`config.mk`:
```
export PLATFORM = sky130hd
export DESIGN_NAME = ftoi_flat
export DESIGN_NICKNAME = d
export VERILOG_FILES = /design/src/rtl/fpu_pkg.sv /design/src/rtl/ftoi_if.sv /design/src/rtl/ftoi_align.sv /design/src/rtl/ftoi.sv /design/src/flat_wrapper.sv
export SDC_FILE = /design/constraint.sdc
export NUM_CORES = 1
export LEC_CHECK = 0
export BUFFER_PORTS_ARGS = -buffer_cell sky130_fd_sc_hd__buf_2
export CAP_MARGIN = 10
export CORE_UTILIZATION = 47
export CTS_CLUSTER_DIAMETER = 80
export CTS_CLUSTER_SIZE = 40
export DETAILED_ROUTE_END_ITERATION = 8
export PLACE_DENSITY = 0.66
export SETUP_SLACK_MARGIN = 0.2
export SYNTH_ARGS = -nofsm -noshare
export SYNTH_HDL_FRONTEND = slang
export SYNTH_SLANG_ARGS = --single-unit
```
`constraint.sdc`:
```
create_clock -name clk -period 5.58 [get_ports clk]
set_input_delay 0.558 -clock clk [delete_from_list [all_inputs] [get_ports clk]]
set_output_delay 0.558 -clock clk [all_outputs]
set_load 0.01 [all_outputs]
```
`src/rtl/fpu_pkg.sv`:
```
// fpu_pkg: shared FP32/INT32 constants and the fp32 field struct used by ftoi and fadd.
package fpu_pkg;
    localparam int FP32_SIGN_POS = 31;
    localparam int FP32_EXP_W = 8;
    localparam int FP32_EXP_LSB = 23;
    localparam int FP32_FRAC_W = 23;
    localparam int FP32_BIAS = 127;
    localparam logic [7:0] FTOI_SHIFT_BASE = 8'd150;
    localparam logic [31:0] INT32_MAX = 32'h7FFFFFFF;
    localparam logic [31:0] INT32_MIN = 32'h80000000;
    typedef struct packed {
        logic sign;
        logic [FP32_EXP_W-1:0] exp;
        logic [FP32_FRAC_W-1:0] frac;
    } fp32_t;
endpackage

```
`src/rtl/ftoi_if.sv`:
```
// ftoi_if: valid/ready op and result channels for ftoi; ovf only exists with FTOI_OVF_FLAG_EN.
interface ftoi_if;
    import fpu_pkg::*;
    logic in_valid;
    logic in_ready;
    fp32_t op;
    logic out_valid;
    logic out_ready;
    logic [31:0] result;
`ifdef FTOI_OVF_FLAG_EN
    logic ovf;
`endif
    modport master (
        output in_valid, op, out_ready,
        input in_ready, out_valid, result
`ifdef FTOI_OVF_FLAG_EN
        , input ovf
`endif
    );
    modport slave (
        input in_valid, op, out_ready,
        output in_ready, out_valid, result
`ifdef FTOI_OVF_FLAG_EN
        , output ovf
`endif
    );
endinterface

```
`src/rtl/ftoi_align.sv`:
```
// ftoi_align: combinational FP32 unpack/align into integer magnitude plus the round bit.
module ftoi_align
    import fpu_pkg::*;
(
    input  fp32_t       op,
    output logic [31:0] magnitude,
    output logic        rbit,
    output logic        special,
    output logic        sign
);
    logic [23:0] m;
    logic [24:0] rx;
    logic [4:0] sr;
    logic [2:0] sl;
    logic lo;
    logic hi;
    assign m = {1'b1, op.frac};
    assign lo = op.exp >= FTOI_SHIFT_BASE - 8'd24 && op.exp <= FTOI_SHIFT_BASE;
    assign hi = op.exp > FTOI_SHIFT_BASE && op.exp <= FTOI_SHIFT_BASE + 8'd7;
    assign sr = 5'(FTOI_SHIFT_BASE - op.exp);
    assign sl = 3'(op.exp - FTOI_SHIFT_BASE);
    // the appended zero makes the e=150 case (no fraction left) yield rbit=0
    assign rx = {m, 1'b0} >> sr;
    assign magnitude = hi ? {8'd0, m} << sl : lo ? {8'd0, m} >> sr : '0;
    assign rbit = lo & rx[0];
    assign special = op.exp > FTOI_SHIFT_BASE + 8'd7;
    assign sign = op.sign;
endmodule

```
`src/rtl/ftoi.sv`:
```
// ftoi: two-stage FP32 -> INT32 converter, round half away from zero, saturating; FTOI_OVF_FLAG_EN adds ovf.
module ftoi
    import fpu_pkg::*;
(
    input logic   clk,
    input logic   reset,
    ftoi_if.slave io
);
    logic en;
    logic [31:0] a_mag;
    logic a_rbit;
    logic a_special;
    logic a_sign;
    logic s1_valid;
    logic [31:0] s1_mag;
    logic s1_rbit;
    logic s1_special;
    logic s1_sign;
    logic s1_nan;
    logic [31:0] mag_r;
    logic [31:0] res_n;
    logic out_valid_q;
    logic [31:0] result_q;
`ifdef FTOI_OVF_FLAG_EN
    logic s1_min;
    logic ovf_q;
    assign io.ovf = ovf_q;
`endif
    ftoi_align u_align (
        .op(io.op),
        .magnitude(a_mag),
        .rbit(a_rbit),
        .special(a_special),
        .sign(a_sign)
    );
    assign en = ~out_valid_q | io.out_ready;
    assign io.in_ready = en;
    assign io.out_valid = out_valid_q;
    assign io.result = result_q;
    assign mag_r = s1_mag + 32'(s1_rbit);
    assign res_n = s1_special ? ((s1_nan | ~s1_sign) ? INT32_MAX : INT32_MIN) : s1_sign ? -mag_r : mag_r;
    always_ff @(posedge clk) begin
        if (reset) begin
            s1_valid <= 1'b0;
            out_valid_q <= 1'b0;
            result_q <= '0;
`ifdef FTOI_OVF_FLAG_EN
            ovf_q <= 1'b0;
`endif
        end else if (en) begin
            s1_valid <= io.in_valid;
            s1_mag <= a_mag;
            s1_rbit <= a_rbit;
            s1_special <= a_special;
            s1_sign <= a_sign;
            s1_nan <= io.op.exp == 8'hFF && |io.op.frac;
            out_valid_q <= s1_valid;
            result_q <= res_n;
`ifdef FTOI_OVF_FLAG_EN
            s1_min <= io.op == 32'hCF000000;
            ovf_q <= s1_special & ~s1_min;
`endif
        end
    end
endmodule

```
`src/flat_wrapper.sv`:
```
// flat-port wrapper written by rule: the top's interface ports become plain ports
module ftoi_flat import fpu_pkg::*;
  (clk, reset, io_in_valid, io_op, io_out_ready, io_in_ready, io_out_valid, io_result);
  ftoi_if io_i ();
  input logic clk;
  input logic reset;
  input wire logic [$bits(io_i.in_valid)-1:0] io_in_valid;
  input wire logic [$bits(io_i.op)-1:0] io_op;
  input wire logic [$bits(io_i.out_ready)-1:0] io_out_ready;
  output wire logic [$bits(io_i.in_ready)-1:0] io_in_ready;
  output wire logic [$bits(io_i.out_valid)-1:0] io_out_valid;
  output wire logic [$bits(io_i.result)-1:0] io_result;
  assign io_i.in_valid = io_in_valid;
  assign io_i.op = io_op;
  assign io_i.out_ready = io_out_ready;
  assign io_in_ready = io_i.in_ready;
  assign io_out_valid = io_i.out_valid;
  assign io_result = io_i.result;
  ftoi u_core (.clk(clk), .reset(reset), .io(io_i));
endmodule
```
Word-level counts from Yosys, hierarchy flattened
Cells that the tools add are included.
{"block": "totals", "regBits": 70, "in_bits": 36, "output_inout_bits": 34, "wordCells": 37}
{"block": "op_classes", "add_sub_neg": 4, "n_lt_le_gt_ge": 5, "eq_ne": 1, "n_shift": 3, "n_mux": 5, "n_bitwise": 6, "reduce_logical": 5}
{"op": "two-way mux 32 bit", "count": 5}
{"op": "adder 32 x 1 -> 32 bit", "count": 1}
{"op": "negation 32 bit", "count": 1}
{"op": "<< shifter 24 x 3 -> 32 bit", "count": 1}
{"op": ">> shifter 24 x 5 -> 32 bit", "count": 1}
{"op": ">> shifter 25 x 5 -> 1 bit", "count": 1}
{"op": "OR reduction 23 bit", "count": 1}
{"op": "greater-than comparator 8 bit (second input constant)", "count": 2}
{"op": "less-or-equal comparator 8 bit (second input constant)", "count": 2}
{"op": "== test 8 bit (second input constant)", "count": 1}
{"op": ">= comparator 8 x 7 -> 1 bit (second input constant)", "count": 1}
{"op": "subtractor 5 bit (first input constant)", "count": 1}
{"op": "logical AND 1 bit", "count": 3}
{"op": "inverter 1 bit", "count": 3}
{"op": "subtractor 3 bit (second input constant)", "count": 1}
{"op": "OR 1 bit", "count": 2}
{"op": "AND reduction 2 bit", "count": 1}
{"op": "bitwise AND 1 bit", "count": 1}

Longest topological paths before layout
{"block": "logic_depth", "ltp_word": 4, "mapped_depth": 15, "depth_no_buf": 11}

Cells and area by module
Synthesis repeated with hierarchy kept, for this count alone.
{"block": "unflattened", "hier_cells": 777, "area_unflattened_um2": 6834.1}
{"module": "ftoi", "instances": 1, "cells_per_inst": 473, "area_per_inst_um2": 4326.6, "seq_area_each_um2": 1761.7}
{"module": "ftoi_align", "instances": 1, "cells_per_inst": 304, "area_per_inst_um2": 2507.4, "seq_area_each_um2": 0.0}

Least setup slack after synthesis
No wires, ideal clock.
{"block": "synth_path", "kind": "input to register", "start": "in io_op[23]", "end": "reg u_core.s1_mag[1], data pin", "setup_time_ns": 0.285, "arrival_ns": 3.564, "t_required_ns": 5.295, "slack_ns": 1.731, "path_stages": 12, "n_path_buf": 5, "cell_sequence": "clkbuf_1 > inv_1 > clkbuf_1 > buf_1 > ha_1 > clkbuf_1 > buf_1 > mux4_2 > mux2i_1 > nand2_1 > a32oi_1 > o22ai_1"}
{"block": "synth_between", "elab_chain_len": 4, "elab_cells_between_ends": 12, "cone_classes": "add/sub (2); order compare (4); shift (2); mux (2); reduce/logical (2)"}
{"element": "start, declared", "line": "flat_wrapper.sv:8", "text": "input wire logic [$bits(io_i.op)-1:0] io_op;"}
{"element": "subtractor 5 bit (tied with other cells)", "line": "ftoi_align.sv:20", "text": "assign sr = 5'(FTOI_SHIFT_BASE - op.exp);"}
{"element": ">> shifter 24 x 5 -> 32 bit or logical AND 1 bit (tied branches)", "line": "ftoi_align.sv:24, ftoi_align.sv:18"}
{"element": "two-way mux 32 bit", "line": "ftoi_align.sv:24", "text": "assign magnitude = hi ? {8'd0, m} << sl : lo ? {8'd0, m} >> sr : '0;"}
{"element": "two-way mux 32 bit (*)", "line": "ftoi_align.sv:24"}
{"element": "named net u_core.a_mag[1]", "line": "ftoi.sv:10", "text": "logic [31:0] a_mag;"}
{"element": "end signal, assigned", "line": "ftoi.sv:52", "text": "s1_mag <= a_mag;"}
{"element": "end, declared", "line": "ftoi.sv:15", "text": "logic [31:0] s1_mag;"}
The timed path passes the listed nets; every way through them passes the cells marked *.
A chain may end at the register's enable or synchronous reset.

Worst setup path after layout
{"block": "layout_path", "start": "reg u_core.s1_rbit", "end": "reg u_core.result_q[28] (netlist: u_core.io.result[28])"}
{"block": "layout_between", "elab_chain_len": 4}
{"element": "start, declared", "line": "ftoi.sv:16", "text": "logic s1_rbit;"}
{"element": "start signal, assigned", "line": "ftoi.sv:53", "text": "s1_rbit <= a_rbit;"}
{"element": "adder 32 x 1 -> 32 bit (*)", "line": "ftoi.sv:40", "text": "assign mag_r = s1_mag + 32'(s1_rbit);"}
{"element": "negation 32 bit", "line": "ftoi.sv:41", "text": "assign res_n = s1_special ? ((s1_nan | ~s1_sign) ? INT32_MAX : INT32_MIN) : s1_sign ? -mag_r : mag_r;"}
{"element": "two-way mux 32 bit (*) (2 in a row)", "line": "ftoi.sv:41"}
{"element": "end signal, assigned", "line": "ftoi.sv:58", "text": "result_q <= res_n;"}
{"element": "end, declared", "line": "ftoi.sv:23", "text": "logic [31:0] result_q;"}
Mark *: on every way between the ends. The rest lies on a longest branch, timed or not.

==> impl_summary.md <==
Outcome
The run finished with clean final reports.

Worst hold path
The path with the worst hold slack has its endpoint at u_core.s1_sign. The path category of the worst min-delay check is input port to register. In this run the most critical hold path is launched from io_op[31]. The hold-critical path depth is 1.

STA
At the pin with the least slew margin, the transition time is ~1.0 ns. The number of hold violations in the final report is 0. The achievable clock frequency is between 200 and 300 MHz.

On the final layout, the worst clock skew is 0.006268 ns. The accumulated negative setup slack is 0 ns. Setup repair after global routing left no endpoint under its margin. Setup violations remaining at the end of the flow were counted as 0. The max-slew violation total from the final report was 0. The final clock period utilization by the worst path is 64.36%.

In this run the tightest slew margin relative to its limit is 32.03%. The worst path needs 3.592 ns of the cycle, external delays included. Setup slack closes at 1.988 ns.

GRT
The first global-routing pass estimated 29150 um of wire. The residual overflow from global routing is 0. The initial antenna violation count is 0. The largest net degree at the start of global routing is 55.

The via count of the first global-routing pass was 5872. The overall track demand over capacity in global routing is 24.72%.

Routing
The routed wirelength normalized by instance count is 17.10 um. The count of unresolved DRC violations after routing is 0. Wires add up to 17860 um. The count of nets left with antenna violations once routing finished came out at 0. After the first detailed-routing iteration, the DRC count stood at between 400 and 500. After detailed routing, the number of vias per cell comes to 6.140. The pre-antenna-repair detailed-routing pass consisted of 5 iterations. The detailed-route via count is 6410.

Die
The number of placed I/O pins is 70. The total core area is between 0.01 and 0.015 mm^2. The floorplan step set the die height to between 100 and 150 um. The initial core utilization is 48.48%. The die is 121.9 um wide. The floorplan has 43 rows. The die area is ~0.015 mm^2.

Yosys
For this run, the number of Yosys warnings is 0. The number of nets in the synthesized netlist is 882. The main flop type after synthesis is sky130_fd_sc_hd__edfxtp_1. Summing every instance area after synthesis gives 0.006755 mm^2.

The number of flops mapped to enable cells by yosys is 35. Counting flops with an async set or reset pin after synthesis yields a share of 0%. The commonest cells after synthesis are sky130_fd_sc_hd__nor2_1, sky130_fd_sc_hd__nand2_1, sky130_fd_sc_hd__a21oi_1.

Summing the areas of all compound-gate instances in the mapped netlist gives roughly 18% of the synthesized area. The dominant cell by count in the synthesized netlist is sky130_fd_sc_hd__nor2_1. The top cell type by area accounts for between 15 and 20% of the synthesized area. Sequential elements use 25.63% of the synthesized area.

The synthesized netlist devotes 27.75% of its cell area to simple gates. The synthesized design contains 69 register bits. The mux share of post-synthesis cell area is 14.89%. Of the total synthesized cell area, the portion taken by full adders, half adders and majority gates is 1.852%. In the post-synthesis netlist, the biggest area contributors are sky130_fd_sc_hd__edfxtp_1, sky130_fd_sc_hd__dfxtp_1, sky130_fd_sc_hd__mux2i_1. Of all cell types, the one taking the most synthesized area is sky130_fd_sc_hd__edfxtp_1. By area, the combinational part of the netlist is dominated by simple AND/OR/NAND/NOR gates. The synthesized netlist cell count is 836. Counting distinct cell types in the post-synthesis netlist gives 78. The per-instance average area after synthesis is 8.080 um^2. The xor and xnor area share after synthesis is 6.223%.

Clock network
The quantity of hold-fixing buffers added after cts is 0. The tree is rooted in a sky130_fd_sc_hd__clkbuf_16. The number of levels the H-tree was split into is 3.

The TritonCTS clock tree is done. The clock latency on the worst-skew pair is about 0.34 ns. In this run the deepest clock path goes through 2 buffers.

The post-cts gate resize count is 0. The number of CTS-inserted buffers is 9. After clock tree synthesis, the clock-pin slew on the worst setup and hold paths is approximately 0.06 ns.

The TritonCTS sink count is 69. The total setup buffers inserted after CTS is 0.

Setup path
The startpoint of the most critical register-to-register path is u_core.s1_rbit. In this run the critical register-to-register path is captured at u_core.io.result[28]. The required time of the worst setup path is 5.83 ns.

The arrival time at the worst endpoint is between 3 and 4 ns. The worst reg-to-reg setup slack is 1.99 ns. In this run the worst path has a maximum fanout of 11. The sort of element at the end of the critical path is a register. STA classifies the critical path startpoint as a register.

For the worst flop-to-flop path, the logic depth is 10. The category of the critical setup timing path is register to register.

Placement
Once placement completed, the tool counted placed cells totaling around 1000. Port buffering added slightly below 70 buffers. OpenSTA, run right after detailed placement, puts the worst setup slack at around 1.9 ns. The post-DP HPWL is 13620 um. At the end of routability-driven placement, the weighted congestion stood at 0.9166.

Layout
The count of fill cells added during filler insertion is 1315. The number of antenna diodes in the final layout is 0. After the last flow step, the layout net total stands at 905. Relative to the synthesized area, the layout overhead comes to 9.835%.

For this run, the share of the core covered by cells in the final layout is 53.25%. The fraction of layout instances using a drive strength above 1 is 18.17%. The final instance count without filler cells is 1044.

Power and ir drop
In this run the power density over the cells is 222.3 mW/mm^2. Summing internal, switching and leakage power gives 1.649 mW. Across the VDD grid, the largest voltage drop is 0.09501 mV. For this design the static power due to leakage is 2.823 nW.

Flow run
The tool flagged a number of max-cap violations equal to 0.
## area by class of cell
cell class,count,area (um^2),share of cell area [%]
flip-flops and latches,69,1732,23.34
repair buffers,80,427.9,5.767
clock buffers,9,225.2,3.035
inverters,19,71.32,0.9612
well taps,180,225.2,3.035
multi-input cells,680,4672,62.97
clock inverters,7,66.31,0.8938
## metrics by stage
step / area, um^2 / hold WS (ns)
after global routing: 7420 / 0.4006
after global placement: 7128 / 0.4418
after detailed placement: 7128 / 0.4762
after floorplan: 6755 / 0.4322
after CTS: 7420 / 0.3858
final: 7420 / 0.3954
## flip-flops by register name, summed over array words and instances, names as in the netlist
| register | flops |
|---|---|
| u_core.s1_valid | 1 |
| u_core.s1_sign | 1 |
| u_core.s1_nan | 1 |
| u_core.s1_rbit | 1 |
| u_core.s1_special | 1 |
| u_core.s1_mag | 31 |
| u_core.io.out_valid | 1 |
| u_core.io.result | 32 |
## worst max-delay path: stages, from the launching register on
cell                       delay, ns
sky130_fd_sc_hd__edfxtp_1       0.33
sky130_fd_sc_hd__ha_1           0.23
sky130_fd_sc_hd__ha_1           0.41
sky130_fd_sc_hd__and3_1         0.41
sky130_fd_sc_hd__nand4_2        0.30
sky130_fd_sc_hd__or3_1          0.38
sky130_fd_sc_hd__o22ai_1        0.38
sky130_fd_sc_hd__nand3_1        0.30
sky130_fd_sc_hd__o41ai_2        0.35
sky130_fd_sc_hd__mux2_1         0.36
sky130_fd_sc_hd__o31ai_1        0.07
## power by group
| group | internal [mW] | total (mW) | switching [mW] |
|---|---|---|---|
| combinational | 0.195 | 0.486 | 0.291 |
| sequential | 0.575 | 0.610 | 0.0358 |
| clock | 0.342 | 0.553 | 0.211 |
## cell usage in the layout, fill, tap and decap left out, drive strengths merged, types with 7 or more instances in the layout
cell type,n
buf,80
dfxtp,34
and2,9
o211ai,13
nor2,86
mux4,15
nor4,20
ha,10
nand2,74
a31oi,11
inv,18
mux2,14
nor2b,7
a211oi,9
xnor2,32
nor3,53
o22ai,23
a21oi,54
clkbuf,9
and3,17
nand3,22
xor2,16
o31ai,7
nand4,16
and4,9
o21ai,33
or2,9
edfxtp,35
or3,9
mux2i,51
## cell families after synthesis
group | count (synthesis)
adders and majority gates | 10
DFF | 69
AOI/OAI and AO/OA | 189
xor gates and xnor gates | 48
and+or+nand+nor | 353
muxes | 80
buffers and inverters | 87
## routing by layer
metal  part of all wire (%)  up-vias  GRT usage, %
li1                       -     3170             -
met1                     46     2979         32.62
met2                     46      220         40.36
met3                    4.7       41         2.341
met4                    3.4        0         12.11
met5                      0        -             0
## worst max-delay path by stage
stage / from / endpoint / slack [ns] / cells after the start
2_1_floorplan: io_op[23] / u_core.s1_mag[1] / 1.73 / 12
3_3_place_gp: io_op[23] / u_core.s1_mag[0] / 1.92 / 9
3_5_place_dp: io_op[23] / u_core.s1_mag[0] / 1.86 / 9
4_1_cts: u_core.s1_rbit / u_core.io.result[28] / 2.03 / 10
5_1_grt: u_core.s1_rbit / u_core.io.result[28] / 1.72 / 10
6_report: u_core.s1_rbit / u_core.io.result[28] / 1.99 / 10
Note: power is estimated with default switching activity, not from simulation.
